[config.mk]
export PLATFORM = sky130hd
export DESIGN_NAME = cb_zigzag_rle_flat
export DESIGN_NICKNAME = d
export VERILOG_FILES = /design/src/rtl/jpeg_rle_pkg.sv /design/src/rtl/cb_zigzag_rle_if.sv /design/src/rtl/jpeg_size_amp.sv /design/src/rtl/cb_zigzag_rle.sv /design/src/flat_wrapper.sv
export SDC_FILE = /design/constraint.sdc
export NUM_CORES = 1
export LEC_CHECK = 0
export BUFFER_PORTS_ARGS = -buffer_cell sky130_fd_sc_hd__buf_4
export CAP_MARGIN = 20
export CORE_AREA = 2 2 287 289
export DETAILED_ROUTE_END_ITERATION = 8
export DIE_AREA = 0 0 289 291
export GPL_TIMING_DRIVEN = 0
export HOLD_SLACK_MARGIN = 0.08
export PLACE_DENSITY_LB_ADDON = 0.2
export REMOVE_ABC_BUFFERS = 1
export SETUP_SLACK_MARGIN = 0.4
export SLEW_MARGIN = 10
export SYNTH_ARGS = -nofsm -noshare
export SYNTH_HDL_FRONTEND = slang
export SYNTH_SLANG_ARGS = --single-unit
[constraint.sdc]
create_clock -name clk -period 23.8 [get_ports clk]
set_clock_uncertainty 0.05 [all_clocks]
set_input_delay 4.76 -clock clk [delete_from_list [all_inputs] [get_ports clk]]
set_output_delay 4.76 -clock clk [all_outputs]
set_load 0.01 [all_outputs]
[src/rtl/jpeg_rle_pkg.sv]
// Shared types and tables for the Cb zigzag / run-length symbol stage.
// Holds the zigzag scan tables, the FSM states and the symbol record.
package jpeg_rle_pkg;

    localparam int COEF_W_DEF = 11;
    localparam int AMP_W_DEF  = 12;

    typedef enum logic [2:0] {IDLE, FIND, DC, SCAN, EOB, DONE} state_t;

    typedef struct packed {
        logic [3:0]           run;
        logic [3:0]           size;
        logic [AMP_W_DEF-1:0] amp;
        logic                 dc;
        logic                 last;
    } sym_t;

    // Zigzag index -> (row, col) of the 8x8 block
    localparam logic [2:0] ZIGZAG_ROW [64] = '{
        3'd0, 3'd0, 3'd1, 3'd2, 3'd1, 3'd0, 3'd0, 3'd1, 3'd2, 3'd3,
        3'd4, 3'd3, 3'd2, 3'd1, 3'd0, 3'd0, 3'd1, 3'd2, 3'd3, 3'd4,
        3'd5, 3'd6, 3'd5, 3'd4, 3'd3, 3'd2, 3'd1, 3'd0, 3'd0, 3'd1,
        3'd2, 3'd3, 3'd4, 3'd5, 3'd6, 3'd7, 3'd7, 3'd6, 3'd5, 3'd4,
        3'd3, 3'd2, 3'd1, 3'd2, 3'd3, 3'd4, 3'd5, 3'd6, 3'd7, 3'd7,
        3'd6, 3'd5, 3'd4, 3'd3, 3'd4, 3'd5, 3'd6, 3'd7, 3'd7, 3'd6,
        3'd5, 3'd6, 3'd7, 3'd7
    };

    localparam logic [2:0] ZIGZAG_COL [64] = '{
        3'd0, 3'd1, 3'd0, 3'd0, 3'd1, 3'd2, 3'd3, 3'd2, 3'd1, 3'd0,
        3'd0, 3'd1, 3'd2, 3'd3, 3'd4, 3'd5, 3'd4, 3'd3, 3'd2, 3'd1,
        3'd0, 3'd0, 3'd1, 3'd2, 3'd3, 3'd4, 3'd5, 3'd6, 3'd7, 3'd6,
        3'd5, 3'd4, 3'd3, 3'd2, 3'd1, 3'd0, 3'd1, 3'd2, 3'd3, 3'd4,
        3'd5, 3'd6, 3'd7, 3'd7, 3'd6, 3'd5, 3'd4, 3'd3, 3'd2, 3'd3,
        3'd4, 3'd5, 3'd6, 3'd7, 3'd7, 3'd6, 3'd5, 3'd4, 3'd5, 3'd6,
        3'd7, 3'd7, 3'd6, 3'd7
    };

endpackage

[src/rtl/cb_zigzag_rle_if.sv]
// Symbol stream between the zigzag/RLE stage and the Cb Huffman encoder.
interface cb_zigzag_rle_if
    import jpeg_rle_pkg::*;
#(
    parameter int AMP_W = AMP_W_DEF
);
    logic             sym_valid;
    logic             sym_ready;
    logic [3:0]       sym_run;
    logic [3:0]       sym_size;
    logic [AMP_W-1:0] sym_amp;
    logic             sym_dc;
    logic             sym_last;

    modport master (output sym_valid, sym_run, sym_size, sym_amp, sym_dc, sym_last,
                    input  sym_ready);
    modport slave  (input  sym_valid, sym_run, sym_size, sym_amp, sym_dc, sym_last,
                    output sym_ready);
endinterface

[src/rtl/jpeg_size_amp.sv]
// JPEG magnitude category and amplitude bits of a signed value.
module jpeg_size_amp #(
    parameter int AMP_W = 12
) (
    input  logic signed [AMP_W-1:0] val,
    output logic        [3:0]       size,
    output logic        [AMP_W-1:0] amp
);
    logic [AMP_W-1:0] mag;
    logic [AMP_W-1:0] mask;
    logic [AMP_W-1:0] vm1;

    always_comb begin
        mag  = val[AMP_W-1] ? -val : val;
        size = '0;
        for (int i = 0; i < AMP_W; i++) begin
            if (mag[i]) size = 4'(i + 1);
        end
        mask = (AMP_W'(1) << size) - AMP_W'(1);
        vm1  = val - AMP_W'(1);
        // Negative values carry the low bits of (v-1), i.e. one's complement of |v|
        amp  = val[AMP_W-1] ? (vm1 & mask) : val;
    end
endmodule

[src/rtl/cb_zigzag_rle.sv]
// Cb block capture, zigzag scan, DC prediction and run/size/amplitude symbol
// generation feeding the Cb Huffman encoder.
module cb_zigzag_rle
    import jpeg_rle_pkg::*;
#(
    parameter int COEF_W = COEF_W_DEF,
    parameter int AMP_W  = AMP_W_DEF
) (
    input  logic                     clk,
    input  logic                     rst,
    input  logic                     in_valid,
    output logic                     in_ready,
    input  logic signed [COEF_W-1:0] Q_in [8][8],
    input  logic                     dc_clear,
    output logic                     blk_drop,
    cb_zigzag_rle_if.master          sym_bus
);
    state_t                    state_q, state_d;
    logic signed [COEF_W-1:0]  zz [64];
    logic signed [COEF_W-1:0]  pred;
    logic signed [AMP_W-1:0]   diff;
    logic        [5:0]         last_nz, lnz_d, k;
    logic        [3:0]         run;
    sym_t                      sym_q, sym_d;
    logic                      sym_vld_q, ld_sym, stall;
    logic signed [AMP_W-1:0]   sa_val;
    logic        [3:0]         sa_size;
    logic        [AMP_W-1:0]   sa_amp;

    function automatic logic signed [AMP_W-1:0] sext(input logic signed [COEF_W-1:0] v);
        return AMP_W'(v);
    endfunction

    assign in_ready = (state_q == IDLE);
    assign stall    = sym_vld_q && !sym_bus.sym_ready;
    assign sa_val   = (state_q == DC) ? diff : sext(zz[k]);

    jpeg_size_amp #(.AMP_W(AMP_W)) u_size_amp (
        .val  (sa_val),
        .size (sa_size),
        .amp  (sa_amp)
    );

    always_comb begin
        lnz_d = '0;
        for (int i = 1; i < 64; i++) begin
            if (zz[i] != '0) lnz_d = 6'(i);
        end
    end

    always_ff @(posedge clk or posedge rst) begin
        if (rst) state_q <= IDLE;
        else     state_q <= state_d;
    end

    always_comb begin
        state_d = state_q;
        ld_sym  = 1'b0;
        sym_d   = sym_q;
        case (state_q)
            IDLE: if (in_valid) state_d = FIND;
            FIND: state_d = DC;
            DC: if (!stall) begin
                ld_sym  = 1'b1;
                sym_d   = '{run: 4'd0, size: sa_size, amp: AMP_W_DEF'(sa_amp), dc: 1'b1, last: 1'b0};
                state_d = (last_nz == 6'd0) ? EOB : SCAN;
            end
            SCAN: if (!stall) begin
                if (zz[k] == '0) begin
                    // ZRL is always followed by a nonzero because k never passes last_nz
                    if (run == 4'd15) begin
                        ld_sym = 1'b1;
                        sym_d  = '{run: 4'd15, size: 4'd0, amp: '0, dc: 1'b0, last: 1'b0};
                    end
                end else begin
                    ld_sym = 1'b1;
                    sym_d  = '{run: run, size: sa_size, amp: AMP_W_DEF'(sa_amp), dc: 1'b0,
                               last: (k == 6'd63)};
                end
                if (k == last_nz) state_d = (last_nz == 6'd63) ? DONE : EOB;
            end
            EOB: if (!stall) begin
                ld_sym  = 1'b1;
                sym_d   = '{run: 4'd0, size: 4'd0, amp: '0, dc: 1'b0, last: 1'b1};
                state_d = DONE;
            end
            DONE: if (!stall) state_d = IDLE;
            default: state_d = IDLE;
        endcase
    end

    always_ff @(posedge clk) begin
        if (in_valid && in_ready) begin
            for (int i = 0; i < 64; i++) zz[i] <= Q_in[ZIGZAG_ROW[i]][ZIGZAG_COL[i]];
        end
    end

    always_ff @(posedge clk or posedge rst) begin
        if (rst) begin
            pred      <= '0;
            diff      <= '0;
            last_nz   <= '0;
            k         <= '0;
            run       <= '0;
            sym_q     <= '0;
            sym_vld_q <= 1'b0;
            blk_drop  <= 1'b0;
        end else begin
            blk_drop <= in_valid && !in_ready;
            if (state_q == IDLE && dc_clear) pred <= '0;
            if (state_q == FIND) begin
                last_nz <= lnz_d;
                diff    <= sext(zz[0]) - sext(pred);
                pred    <= zz[0];
            end
            if (state_q == DC && !stall) begin
                k   <= 6'd1;
                run <= '0;
            end
            if (state_q == SCAN && !stall) begin
                k <= k + 6'd1;
                if (zz[k] == '0 && run != 4'd15) run <= run + 4'd1;
                else                             run <= '0;
            end
            if (ld_sym) begin
                sym_q     <= sym_d;
                sym_vld_q <= 1'b1;
            end else if (!stall) begin
                sym_vld_q <= 1'b0;
            end
        end
    end

    assign sym_bus.sym_valid = sym_vld_q;
    assign sym_bus.sym_run   = sym_q.run;
    assign sym_bus.sym_size  = sym_q.size;
    assign sym_bus.sym_amp   = AMP_W'(sym_q.amp);
    assign sym_bus.sym_dc    = sym_q.dc;
    assign sym_bus.sym_last  = sym_q.last;
endmodule

[src/flat_wrapper.sv]
// flat-port wrapper written by rule: the top's interface ports become plain ports
module cb_zigzag_rle_flat import jpeg_rle_pkg::*;
#(
    parameter int COEF_W = COEF_W_DEF,
    parameter int AMP_W  = AMP_W_DEF
)
  (clk, rst, in_valid, in_ready, Q_in, dc_clear, blk_drop, sym_bus_sym_valid, sym_bus_sym_run, sym_bus_sym_size, sym_bus_sym_amp, sym_bus_sym_dc, sym_bus_sym_last, sym_bus_sym_ready);
  cb_zigzag_rle_if #(.AMP_W(AMP_W)) sym_bus_i ();
  input  logic clk;
  input  logic rst;
  input  logic in_valid;
  output logic in_ready;
  input  logic signed [COEF_W-1:0] Q_in[8][8];
  input  logic dc_clear;
  output logic blk_drop;
  output wire logic [$bits(sym_bus_i.sym_valid)-1:0] sym_bus_sym_valid;
  output wire logic [$bits(sym_bus_i.sym_run)-1:0] sym_bus_sym_run;
  output wire logic [$bits(sym_bus_i.sym_size)-1:0] sym_bus_sym_size;
  output wire logic [$bits(sym_bus_i.sym_amp)-1:0] sym_bus_sym_amp;
  output wire logic [$bits(sym_bus_i.sym_dc)-1:0] sym_bus_sym_dc;
  output wire logic [$bits(sym_bus_i.sym_last)-1:0] sym_bus_sym_last;
  input wire logic [$bits(sym_bus_i.sym_ready)-1:0] sym_bus_sym_ready;
  assign sym_bus_sym_valid = sym_bus_i.sym_valid;
  assign sym_bus_sym_run = sym_bus_i.sym_run;
  assign sym_bus_sym_size = sym_bus_i.sym_size;
  assign sym_bus_sym_amp = sym_bus_i.sym_amp;
  assign sym_bus_sym_dc = sym_bus_i.sym_dc;
  assign sym_bus_sym_last = sym_bus_i.sym_last;
  assign sym_bus_i.sym_ready = sym_bus_sym_ready;
  cb_zigzag_rle #(.COEF_W(COEF_W), .AMP_W(AMP_W)) u_core (.clk(clk), .rst(rst), .in_valid(in_valid), .in_ready(in_ready), .Q_in(Q_in), .dc_clear(dc_clear), .blk_drop(blk_drop), .sym_bus(sym_bus_i));
endmodule
# After elaboration in Yosys (flattened, before gate mapping)
# Memory sizes are Yosys's and may differ from the RTL's.
# Cells that the tools add are included.
# word_totals
input_bits,709
ff_bits,66
out_inout_bits,25
mem_bits_rw,704
wordCells,231
mem_count,1
# memory_table
memory,depth,width,read_ports,rd_ports_with_merged_regs,wr,line_no,rtl
u_core.zz,64,11,65,0,64,cb_zigzag_rle.sv:19,logic signed [COEF_W-1:0] zz [64];
# op_classes
reduce_logical,82
eq_ne,18
mux,109
bitwise_logic,1
n_addsub,6
shifts,1
# ops
cell,n
$reduce_bool A11 Y1,63
$mux W6,34
$mux W22,5
$mux W4,22
$mux W5,16
$pmux W22 S3,1
$mux W12,3
$mux W3,11
$sub A12 B2 Y12 const B,2
$mux W11,2
$pmux W3 S6,1
$and A12 B12 Y12,1
$eq A6 B6 Y1 const B,2
$neg A12 Y12,1
$reduce_and A6 Y1,2
$shl A1 B4 Y12 const A,1
$sub A11 B11 Y12,1
$logic_not A11 Y1,1
$mux W1,11
$ne A2 B2 Y1 const B,5
$logic_and A1 B1 Y1,7
$add A6 B1 Y6 const B,1
$eq A3 B2 Y1 const B,2
$eq A3 B3 Y1 const B,2
other kinds (15),20

# Logic depth before layout (Yosys ltp)
# Gate-level depths: netlist of run 1.
# An unclocked memory read counts as a cell.
# logic_depth
word_depth,65
ltp_mapped,27

# Modules after synthesis
# A second synthesis of run 1 with hierarchy kept.
# hier_totals
cells_unflattened,2204
hier_area_um2,33791.2
# by_module_without_submodules
module,area_each_um2,cells_each,seq_area_each_um2,n_inst
cb_zigzag_rle,32591.3,2011,22791.9,1
jpeg_size_amp,1199.9,193,0.0,1

# Worst setup path after synthesis of run 1
# No wires, ideal clock.
# synth_path
path_kind,input port to flip-flop
from,input port in_valid
to,"memory u_core.zz[0][0] in the netlist's numbering, enable pin"
setup_time_ns,1.161
path_buffers,0
path_stages,1
arrival_time_ns,20.531
required_ns,22.589
setup_slack_ns,2.059
path_cell_list,and2_1
# synth_rtl
element,line_no,rtl
start: declaration,flat_wrapper.sv:11,input logic in_valid;
end: declaration,cb_zigzag_rle.sv:19,

# Final worst setup path of run 1
# layout_path
from,register u_core.k[5]
to,register u_core.sym_q (netlist bit u_core.sym_bus.sym_amp[6])
# layout_between
elab_chain_len,23
word_cells_on_any_way,31
cone_classes,3 x add/sub; 1 x eq/ne; 1 x shift; 22 x mux; 1 x bitwise; 2 x reduce/logical; 1 x memory
# layout_rtl
element,line_no,rtl
start: declaration,cb_zigzag_rle.sv:22,"logic [5:0] last_nz, lnz_d, k;"
start signal: assignment,cb_zigzag_rle.sv:121,k <= k + 6'd1;
$mem_v2 Z64 W11 *,n/a,
$mux W12,cb_zigzag_rle.sv:36,assign sa_val = (state_q == DC) ? diff : sext(zz[k]);
$neg A12 Y12,jpeg_size_amp.sv:14,mag = val[AMP_W-1] ? -val : val;
$mux W12,jpeg_size_amp.sv:14,
$mux W1,jpeg_size_amp.sv:17,if (mag[i]) size = 4'(i + 1);
$mux W4 (11 in a row),jpeg_size_amp.sv:17,
$shl A1 B4 Y12,jpeg_size_amp.sv:19,mask = (AMP_W'(1) << size) - AMP_W'(1);
$sub A12 B2 Y12,jpeg_size_amp.sv:19,
$and A12 B12 Y12,jpeg_size_amp.sv:22,amp = val[AMP_W-1] ? (vm1 & mask) : val;
$mux W12,jpeg_size_amp.sv:22,
$mux W22,cb_zigzag_rle.sv:69,if (zz[k] == '0) begin
$mux W22,cb_zigzag_rle.sv:68,SCAN: if (!stall) begin
$pmux W22 S3,cb_zigzag_rle.sv:60,case (state_q)
end signal: assignment,cb_zigzag_rle.sv:126,sym_q <= sym_d;
end: declaration,cb_zigzag_rle.sv:24,"sym_t sym_q, sym_d;"
# Every way passes the cells marked *; elsewhere a longest branch is shown, timed or not. The select of a mux whose other input is x is not followed.
# A chain may end at the register's enable or synchronous reset.

==> results of run 1 <==
[synth_stat cells, types with 8 or more instances]
cell / count
sky130_fd_sc_hd__xnor2_1: 16
sky130_fd_sc_hd__clkbuf_1: 29
sky130_fd_sc_hd__and3_1: 11
sky130_fd_sc_hd__mux2_2: 8
sky130_fd_sc_hd__buf_2: 17
sky130_fd_sc_hd__o211ai_1: 9
sky130_fd_sc_hd__a22o_1: 19
sky130_fd_sc_hd__nor4_1: 136
sky130_fd_sc_hd__buf_4: 15
sky130_fd_sc_hd__nor3_1: 82
sky130_fd_sc_hd__nand2b_1: 9
sky130_fd_sc_hd__a22oi_1: 66
sky130_fd_sc_hd__and2_1: 11
sky130_fd_sc_hd__ha_1: 15
sky130_fd_sc_hd__mux2i_1: 174
sky130_fd_sc_hd__a21o_1: 13
sky130_fd_sc_hd__nand3_1: 98
sky130_fd_sc_hd__edfxtp_1: 704
sky130_fd_sc_hd__xor2_1: 13
sky130_fd_sc_hd__mux4_1: 9
sky130_fd_sc_hd__nand4_1: 12
sky130_fd_sc_hd__mux4_2: 102
sky130_fd_sc_hd__dfrtp_1: 66
sky130_fd_sc_hd__nor2_1: 81
sky130_fd_sc_hd__a21oi_1: 45
sky130_fd_sc_hd__nor2b_1: 14
sky130_fd_sc_hd__nand2_1: 108
sky130_fd_sc_hd__o22ai_1: 10
sky130_fd_sc_hd__inv_1: 35
sky130_fd_sc_hd__buf_6: 24
sky130_fd_sc_hd__o21ai_0: 76
[worst min-delay path: stages, from the launching register on]
cell and delay, ns:
sky130_fd_sc_hd__dfrtp_1 0.34, sky130_fd_sc_hd__nand2_1 0.05, sky130_fd_sc_hd__nand2_1 0.05
[through the flow]
step	power [uW]	setup TNS [ns]	cells
2_1_floorplan	3208	0	2099
3_3_place_gp	3972	-2612.29	3902
3_5_place_dp	3653	0	3933
4_1_cts	4978	0	4087
5_1_grt	5160	0	4105
6_report	4979	0	4107
[logic make-up after synthesis]
kind of cell | Yosys count | synth area share [%]
buf+inv | 130 | 2.451
simple gates | 607 | 9.359
flops | 770 | 66.65
compound gates | 345 | 7.358
xor+xnor | 29 | 0.7427
mux | 295 | 12.83
fa+ha+maj | 16 | 0.6074
[power by group through the flow]
stage                     Combinational (uW)  Sequential, uW  Clock (uW)
final                                   1690            1960        1330
after global placement                  1620            2350           0
after floorplan                         1040            2170           0
after CTS                               1680            1950        1340
after global routing                    1790            1970        1400
after detailed placement                1680            1980           0
[layout make-up]
type	instances	share of cell area [%]
sequential	770	51.87
inverter	37	0.3216
multi-input combinational	1292	24.14
antenna	20	0.1138
clock inverter	56	1.406
clock buffer	98	4.946
tap	1070	3.045
timing repair buffer	764	14.16
[sequential cells by signal, summed over array words and instances (netlist names), 3 cells and up]
name and flops:
u_core.zz 704, u_core.diff 12, u_core.sym_bus.sym_amp 12, u_core.pred 11, u_core.k 6, u_core.last_nz 6, u_core.run 4, u_core.sym_bus.sym_run 4
u_core.sym_bus.sym_size 4, u_core.state_q 3
[worst min-delay path by stage]
stage,startpoint,to,slack [ns]
final,u_core.sym_bus.sym_size[2],u_core.sym_bus.sym_size[2],0.42
after global routing,u_core.sym_bus.sym_amp[11],u_core.sym_bus.sym_amp[11],0.46
after CTS,u_core.sym_bus.sym_size[2],u_core.sym_bus.sym_size[2],0.44
after detailed placement,u_core.diff[8],u_core.diff[8],0.42
after global placement,u_core.sym_bus.sym_size[2],u_core.sym_bus.sym_size[2],0.42
after floorplan,u_core.diff[8],u_core.diff[8],0.39
[metal layers]
layer	global-route usage, %	share of wire, %	up-vias
met2	52.70	50	1214
met4	10.45	3.3	12
met5	0	0.064	-
li1	-	-	10490
met1	39.61	39	12410
met3	6.066	7.1	231
==> reports/results.md, run 1 <==
| Item | Value |
|---|---|
| GRT Total Usage | 30.99% |
| Post-synth top area share | 61.82% |
| Maximum count of clock buffers along a single path | 3 |
| Time the worst path needs with I/O delays and setup | 7.567 ns |
| Category of cells accounting for the largest share of critical-path delay | simple AND/OR/NAND/NOR gates |
| Post-layout nets | 3,673 |
| Number of antenna violations at the first check in global routing | 26 |
| Count of yosys warnings during synthesis | 0 |
| Fillers | 6,718 |
| Total of cells resized after clock tree synthesis | 0 |
| Non-Filler Cell Area, Final | 43,960 sq um |
| Endpoint arrival time on the critical path | 8.08 ns |
| Relative area change from synthesis to final layout | 28.56% |
| Y dimension of the die | 291 microns |
| Routability congestion estimate | 0.9139 |
| Clock latency reported for the late side of the worst-skew pair | 0.65 ns |
| Mean area per synthesized cell | 15.60 sq um |
| Placed instance area | 41,120 sq um |
| Most common cell after layout, fill and taps aside | sky130_fd_sc_hd__buf_4 |
| Initial DRC Count | 2,360 |
| Endpoint of the lowest-slack register-to-register path | u_core.sym_bus.sym_amp[6] |
| H-Tree Level Count | 3 |
| Cell depth of the worst hold path | 2 |
| Commonest cells after routing, fill and taps aside | sky130_fd_sc_hd__buf_4, sky130_fd_sc_hd__edfxtp_1, sky130_fd_sc_hd__mux2i_1 |
| Hold-fix buffers, CTS | 0 |
| Switching power | 1751 uW |
| Remaining design rule violation count | 0 |
| Overall via count from detail_route | 24,360 |
| Post-route worst setup slack | 16.23 ns |
| Static leakage power | 0.01544 uW |
| Setup repair after global routing missed its margin | false |
| Multi-input gate area | 10,610 sq um |
| Clock slew at the register clock pins of the worst setup and hold paths | 0.06 ns |
| Area of the die | 84,100 sq um |
| Storage cell area | 22,800 sq um |
| Smallest hold slack | 0.4232 ns |
| Cts bufs inserted | 83 |
| Transition time of the tightest slew-check pin | 1.181 ns |
| Combined area of all synthesized cells | 34,200 sq um |
| Post-detailed-route count of antenna-violating nets | 0 |
| Synth area leaders | sky130_fd_sc_hd__edfxtp_1, sky130_fd_sc_hd__mux4_2, sky130_fd_sc_hd__mux2i_1 |
| Critical Path Sink Type | flop |
| Part of the total power dissipated in the clock network | 26.7% |
| Flip-flop and latch count after synthesis | 770 |
| Post-synthesis async set-or-reset flop share | 8.571% |
| Synth Flop Type | sky130_fd_sc_hd__edfxtp_1 |
| Sum of routed wire length over all layers | 132,600 microns |
| Critical Path, Cell by Cell | inv_1 > nor2_1 > o21ai_0 > o21ai_1 > nor3_1 > o31ai_1 > inv_1 > ha_1 > and3_1 > nor4_2 > o211ai_2 > o31ai_1 > nand3_1 > nor2_1 > nand2b_1 > ha_1 > nor3_1 > mux2i_1 > o221ai_1 > a32o_1 |
| Highest fanout seen on the critical path | 24 |
| Die Wd | 289 microns |
| Reg-to-reg slack, setup | 16.23 ns |
| Peak per-stage delay on the critical path | 1.07 ns |
| Cell at the root of the clock tree | sky130_fd_sc_hd__clkbuf_16 |
| IR Drop Worst-Case VDD | 0.07535 mV |
| Seq/Total Area, Yosys | 66.65% |
| Synthesized instance count | 2,192 |
| Count of standard-cell rows | 105 |
| WP buf/inv | 2 |
| Total power density per cell area | 113.2 nW/um^2 |
| Result of the run | finished clean |
| Start-to-end type of the worst setup path | flop to flop |
| Vias per inst | 5.931 |
| Library cell occupying the most area in the post-synthesis netlist | sky130_fd_sc_hd__edfxtp_1 |
| CP Data Required Time | 24.31 ns |
| Combinational Power Share | 34.0% |
| Placed wire-length estimate after detailed placement | 105,700 microns |
| Netlist cell types | 100 |
| Number of port buffers | 733 |
| CTS tree | yes |
| Wire length of the first global-routing pass | 182,100 microns |
| Remaining max-slew budget at the tightest pin | 21.27% |
| Startpoint type of the worst setup path | flop |
| Count of pins on the block boundary | 734 |
| Net switching fraction of the power | 35.16% |
| Number of enable-type register cells in the synthesized netlist | 704 |
| Max cap viols | 0 |
| Share of the clock period used by the worst path | 31.79% |
| Upper clock frequency limit | 132.2 MHz |
| Cells on worst reg2reg path | 20 |
| Length of the first detailed-routing pass in iterations | 7 |
| Number of hold-slack violations in the final timing report | 0 |
| Pin count of the biggest net entering global routing | 73 |
| Cell depth of the worst setup path | 20 |
| Initial Utilization | 42.12% |
| Internal Dissipation | 3228 uW |
| Setup Viol. Count Final | 0 |
| Worst hold-check path type | flop to flop |
| Clk sinks | 770 |
| Place WS | 15.98 ns |
| Std-Cell Core Area | 81,190 sq um |
| Vias in the first global route | 24,840 |
| Setup crit start | u_core.k[5] |
| Fin util | 54.15% |
| GRT Residual Overflow | 0 |
| Reg power frac | 39.3% |
| Detail-routed net length per standard cell | 32.29 microns |
| Capturing instance or port of the critical path | u_core.sym_bus.sym_amp[6] |
| Startpoint of the lowest-slack register-to-register path | u_core.k[5] |
| CP max-delay cell | sky130_fd_sc_hd__dfrtp_1 |
| Post CTS Setup Buffer Count | 0 |
| Fraction of layout instances using a drive strength above 1 | 35.20% |
| Slew Limit Fails | 0 |
Note: power is estimated with default switching activity, not from simulation.
==> run 2, diff against run 1 <==
==> constraint.sdc (replaced) <==
create_clock -name clk -period 7.12 [get_ports clk]
set_clock_uncertainty 0.05 [all_clocks]
set_input_delay 1.424 -clock clk [delete_from_list [all_inputs] [get_ports clk]]
set_output_delay 1.424 -clock clk [all_outputs]
set_load 0.01 [all_outputs]
==> reports/results.md, run 2 (same netlist as run 1, synthesis figures left out) <==
| Item | Value | Change |
|---|---|---|
| Slew Limit Fails | 0 | unchanged |
| Transition time of the tightest slew-check pin | 1.220 ns | +0.03872 ns |
| Commonest cells after routing, fill and taps aside | sky130_fd_sc_hd__buf_4, sky130_fd_sc_hd__edfxtp_1, sky130_fd_sc_hd__mux2i_1 |  |
| Met1 usage | 39.61% | unchanged |
| Worst hold endpoint | u_core.sym_bus.sym_size[2] |  |
| Clk sinks | 770 | unchanged |
| H-Tree Level Count | 3 | unchanged |
| Die Wd | 289 microns | unchanged |
| Initial DRC Count | 2,422 | +2.6% |
| Hold_sp | u_core.sym_bus.sym_size[2] |  |
| Clock latency reported for the late side of the worst-skew pair | 0.65 ns | about the same |
| Y dimension of the die | 291 microns | unchanged |
| Detail-routed net length per standard cell | 32.37 microns | +0.26% |
| Total power density per cell area | 379.1 nW/um^2 | +230% |
| Endpoint of the lowest-slack register-to-register path | u_core.sym_bus.sym_amp[6] |  |
| Category of cells accounting for the largest share of critical-path delay | compound AO/OA/AOI/OAI gates |  |
| Endpoint arrival time on the critical path | 6.87 ns | -1.21 ns |
| Start-to-end type of the worst setup path | flop to flop |  |
| Cts bufs inserted | 83 | unchanged |
| Reg-to-reg slack, setup | 0.72 ns | -15.52 ns |
| Startpoint of the lowest-slack register-to-register path | u_core.k[2] |  |
| Placed wire-length estimate after detailed placement | 105,700 microns | unchanged |
| Maximum count of clock buffers along a single path | 3 | unchanged |
| Worst hold-check path type | flop to flop |  |
| Fraction of layout instances using a drive strength above 1 | 35.36% | +0.16 points |
| Remaining max-slew budget at the tightest pin | 18.69% | -2.6 points |
| Share of the clock period used by the worst path | 89.95% | +58 points |
| Initial Utilization | 42.12% | unchanged |
| Pin count of the biggest net entering global routing | 73 | unchanged |
| Startpoint type of the worst setup path | flop |  |
| Clock slew at the register clock pins of the worst setup and hold paths | 0.07 ns | about the same |
| CP max-delay cell | sky130_fd_sc_hd__mux4_2 |  |
| Storage cell area | 22,810 sq um | about the same |
| Count of pins on the block boundary | 734 | unchanged |
| GRT met2 Usage | 52.70% | unchanged |
| Cells on worst reg2reg path | 21 | +5.0% |
| Fillers | 6,713 | -0.074% |
| Setup Viol. Count Final | 0 | unchanged |
| Number of hold-slack violations in the final timing report | 0 | unchanged |
| Post-layout nets | 3,676 | +0.082% |
| Critical Path, Cell by Cell | buf_16 > buf_16 > buf_16 > mux4_2 > mux4_2 > nand2_1 > o211ai_1 > o211ai_1 > ha_2 > or2_2 > a21oi_1 > o22ai_1 > o211ai_1 > nand3_1 > a31oi_2 > nand2b_1 > ha_1 > nor3_1 > mux2i_1 > o221ai_1 > a32o_1 |  |
| IR Drop Worst-Case VDD | 0.2499 mV | +230% |
| Vias in the first global route | 24,840 | unchanged |
| CTS tree | yes |  |
| Setup tns final | 0 ns | unchanged |
| Remaining design rule violation count | 0 | unchanged |
| CP Data Required Time | 7.58 ns | -16.73 ns |
| Routability congestion estimate | 0.9139 | unchanged |
| Sum of routed wire length over all layers | 133,000 microns | +0.31% |
| GRT Residual Overflow | 0 | unchanged |
| Highest fanout seen on the critical path | 51 | +110% |
| Number of port buffers | 733 | unchanged |
| Number of flip-flops under the largest register name | 704 | unchanged |
| Wire length of the first global-routing pass | 182,100 microns | unchanged |
| Vias per inst | 5.914 | -0.29% |
| Cell at the root of the clock tree | sky130_fd_sc_hd__clkbuf_16 |  |
| Std-Cell Core Area | 81,190 sq um | unchanged |
| Cell depth of the worst hold path | 2 | unchanged |
| Setup repair after global routing missed its margin | false |  |
| Overall via count from detail_route | 24,300 | -0.24% |
| Max cap viols | 0 | unchanged |
| Final standard cell count with taps included and fillers excluded | 4,109 | +0.049% |
| GRT Total Usage | 30.99% | unchanged |
| Number of cells after detailed placement | 3,933 | unchanged |
| Post-detailed-route count of antenna-violating nets | 0 | unchanged |
| Length of the first detailed-routing pass in iterations | 7 | unchanged |
| Most common cell after layout, fill and taps aside | sky130_fd_sc_hd__buf_4 |  |
| WP buf/inv | 3 | +1 |
| Critical Path Sink Type | flop |  |
| Count of standard-cell rows | 105 | unchanged |
| Multi-input gate area | 10,620 sq um | about the same |
| Area of the die | 84,100 sq um | unchanged |
| Routing layer with the top usage in global route | met2 |  |
| Relative area change from synthesis to final layout | 28.69% | about the same |
| Peak per-stage delay on the critical path | 0.65 ns | -0.42 ns |
| Biggest register | u_core.zz |  |
| Result of the run | finished clean |  |
| Smallest hold slack | 0.4252 ns | +0.001991 ns |
| Met3 routing resource usage after global routing | 6.066% | unchanged |
| Upper clock frequency limit | 156.2 MHz | +18% |
| Number of antenna violations at the first check in global routing | 26 | unchanged |
| Time the worst path needs with I/O delays and setup | 6.404 ns | -1.163 ns |
| Static leakage power | 0.01546 uW | about the same |
-- run 2: cell types whose count changed in the layout (fill, tap and decap cells not counted), sizes merged --
cell,previous run,this run
diode,20,19
buf,764,767
-- run 2: layer usage --
metal  vias to the layer above  wire length [microns]
met4                        14                   4276
met3                       223                   9886
met1                     12320                  51540
li1                      10500                      -
met5                         -                     99
met2                      1244                  67210
-- run 2: worst max path at each step --
stage	startpoint	endpoint	slack, ns	cells after the start
6_report	u_core.k[2]	u_core.sym_bus.sym_amp[6]	0.72	21
5_1_grt	u_core.k[2]	u_core.sym_bus.sym_amp[6]	0.41	21
4_1_cts	u_core.k[4]	u_core.sym_bus.sym_amp[6]	0.62	20
3_3_place_gp	in_valid	u_core.zz[9][10]	-17.18	2
2_1_floorplan	in_valid	u_core.zz[0][0]	-11.29	1
3_5_place_dp	u_core.k[5]	u_core.sym_bus.sym_amp[6]	-0.23	20
-- run 2: where the power goes --
part           internal, uW  switching, uW
sequential             5940            611
combinational          2300           3390
clock                  2570           1880
-- run 2: final cells by class --
class / count / share of cell area [%]
Sequential cell: 770 / 51.82
Multi-Input combinational cell: 1292 / 24.14
Timing Repair Buffer: 767 / 14.22
Clock buffer: 98 / 4.941
Tap cell: 1070 / 3.042
Clock inverter: 56 / 1.404
Inverter: 37 / 0.3213
Antenna cell: 19 / 0.1080
-- run 2: stage by stage --
step	instance area (sq um)	util, %	total power, uW	worst slack, ns
floorplan	33500	-	10420	-11.29
global placement	40340	49.68	12110	-17.18
detailed placement	41120	50.65	12210	-0.2272
CTS	43920	54.09	16640	0.6159
global route	44010	54.20	17270	0.4130
finish	44010	54.20	16680	0.7159
-- run 2: worst reg2reg max path, delay by kind of cell, from the launching register on --
family                   cells  cell delay [ns]
buffers and inverters        3             0.99
flip-flops                   1             0.64
multiplexers                 3             1.27
adder cells (fa/ha/maj)      2             0.65
AND/OR/NAND/NOR              5             0.85
AO/OA/AOI/OAI                8             1.82
-- run 2: timing repair --
item                       4_1_cts  5_1_grt
buffers inserted                 0        3
setup endpoints to repair        5        4
pin swaps                        0        1
hold buffers                     0        0
resized for setup                2        2
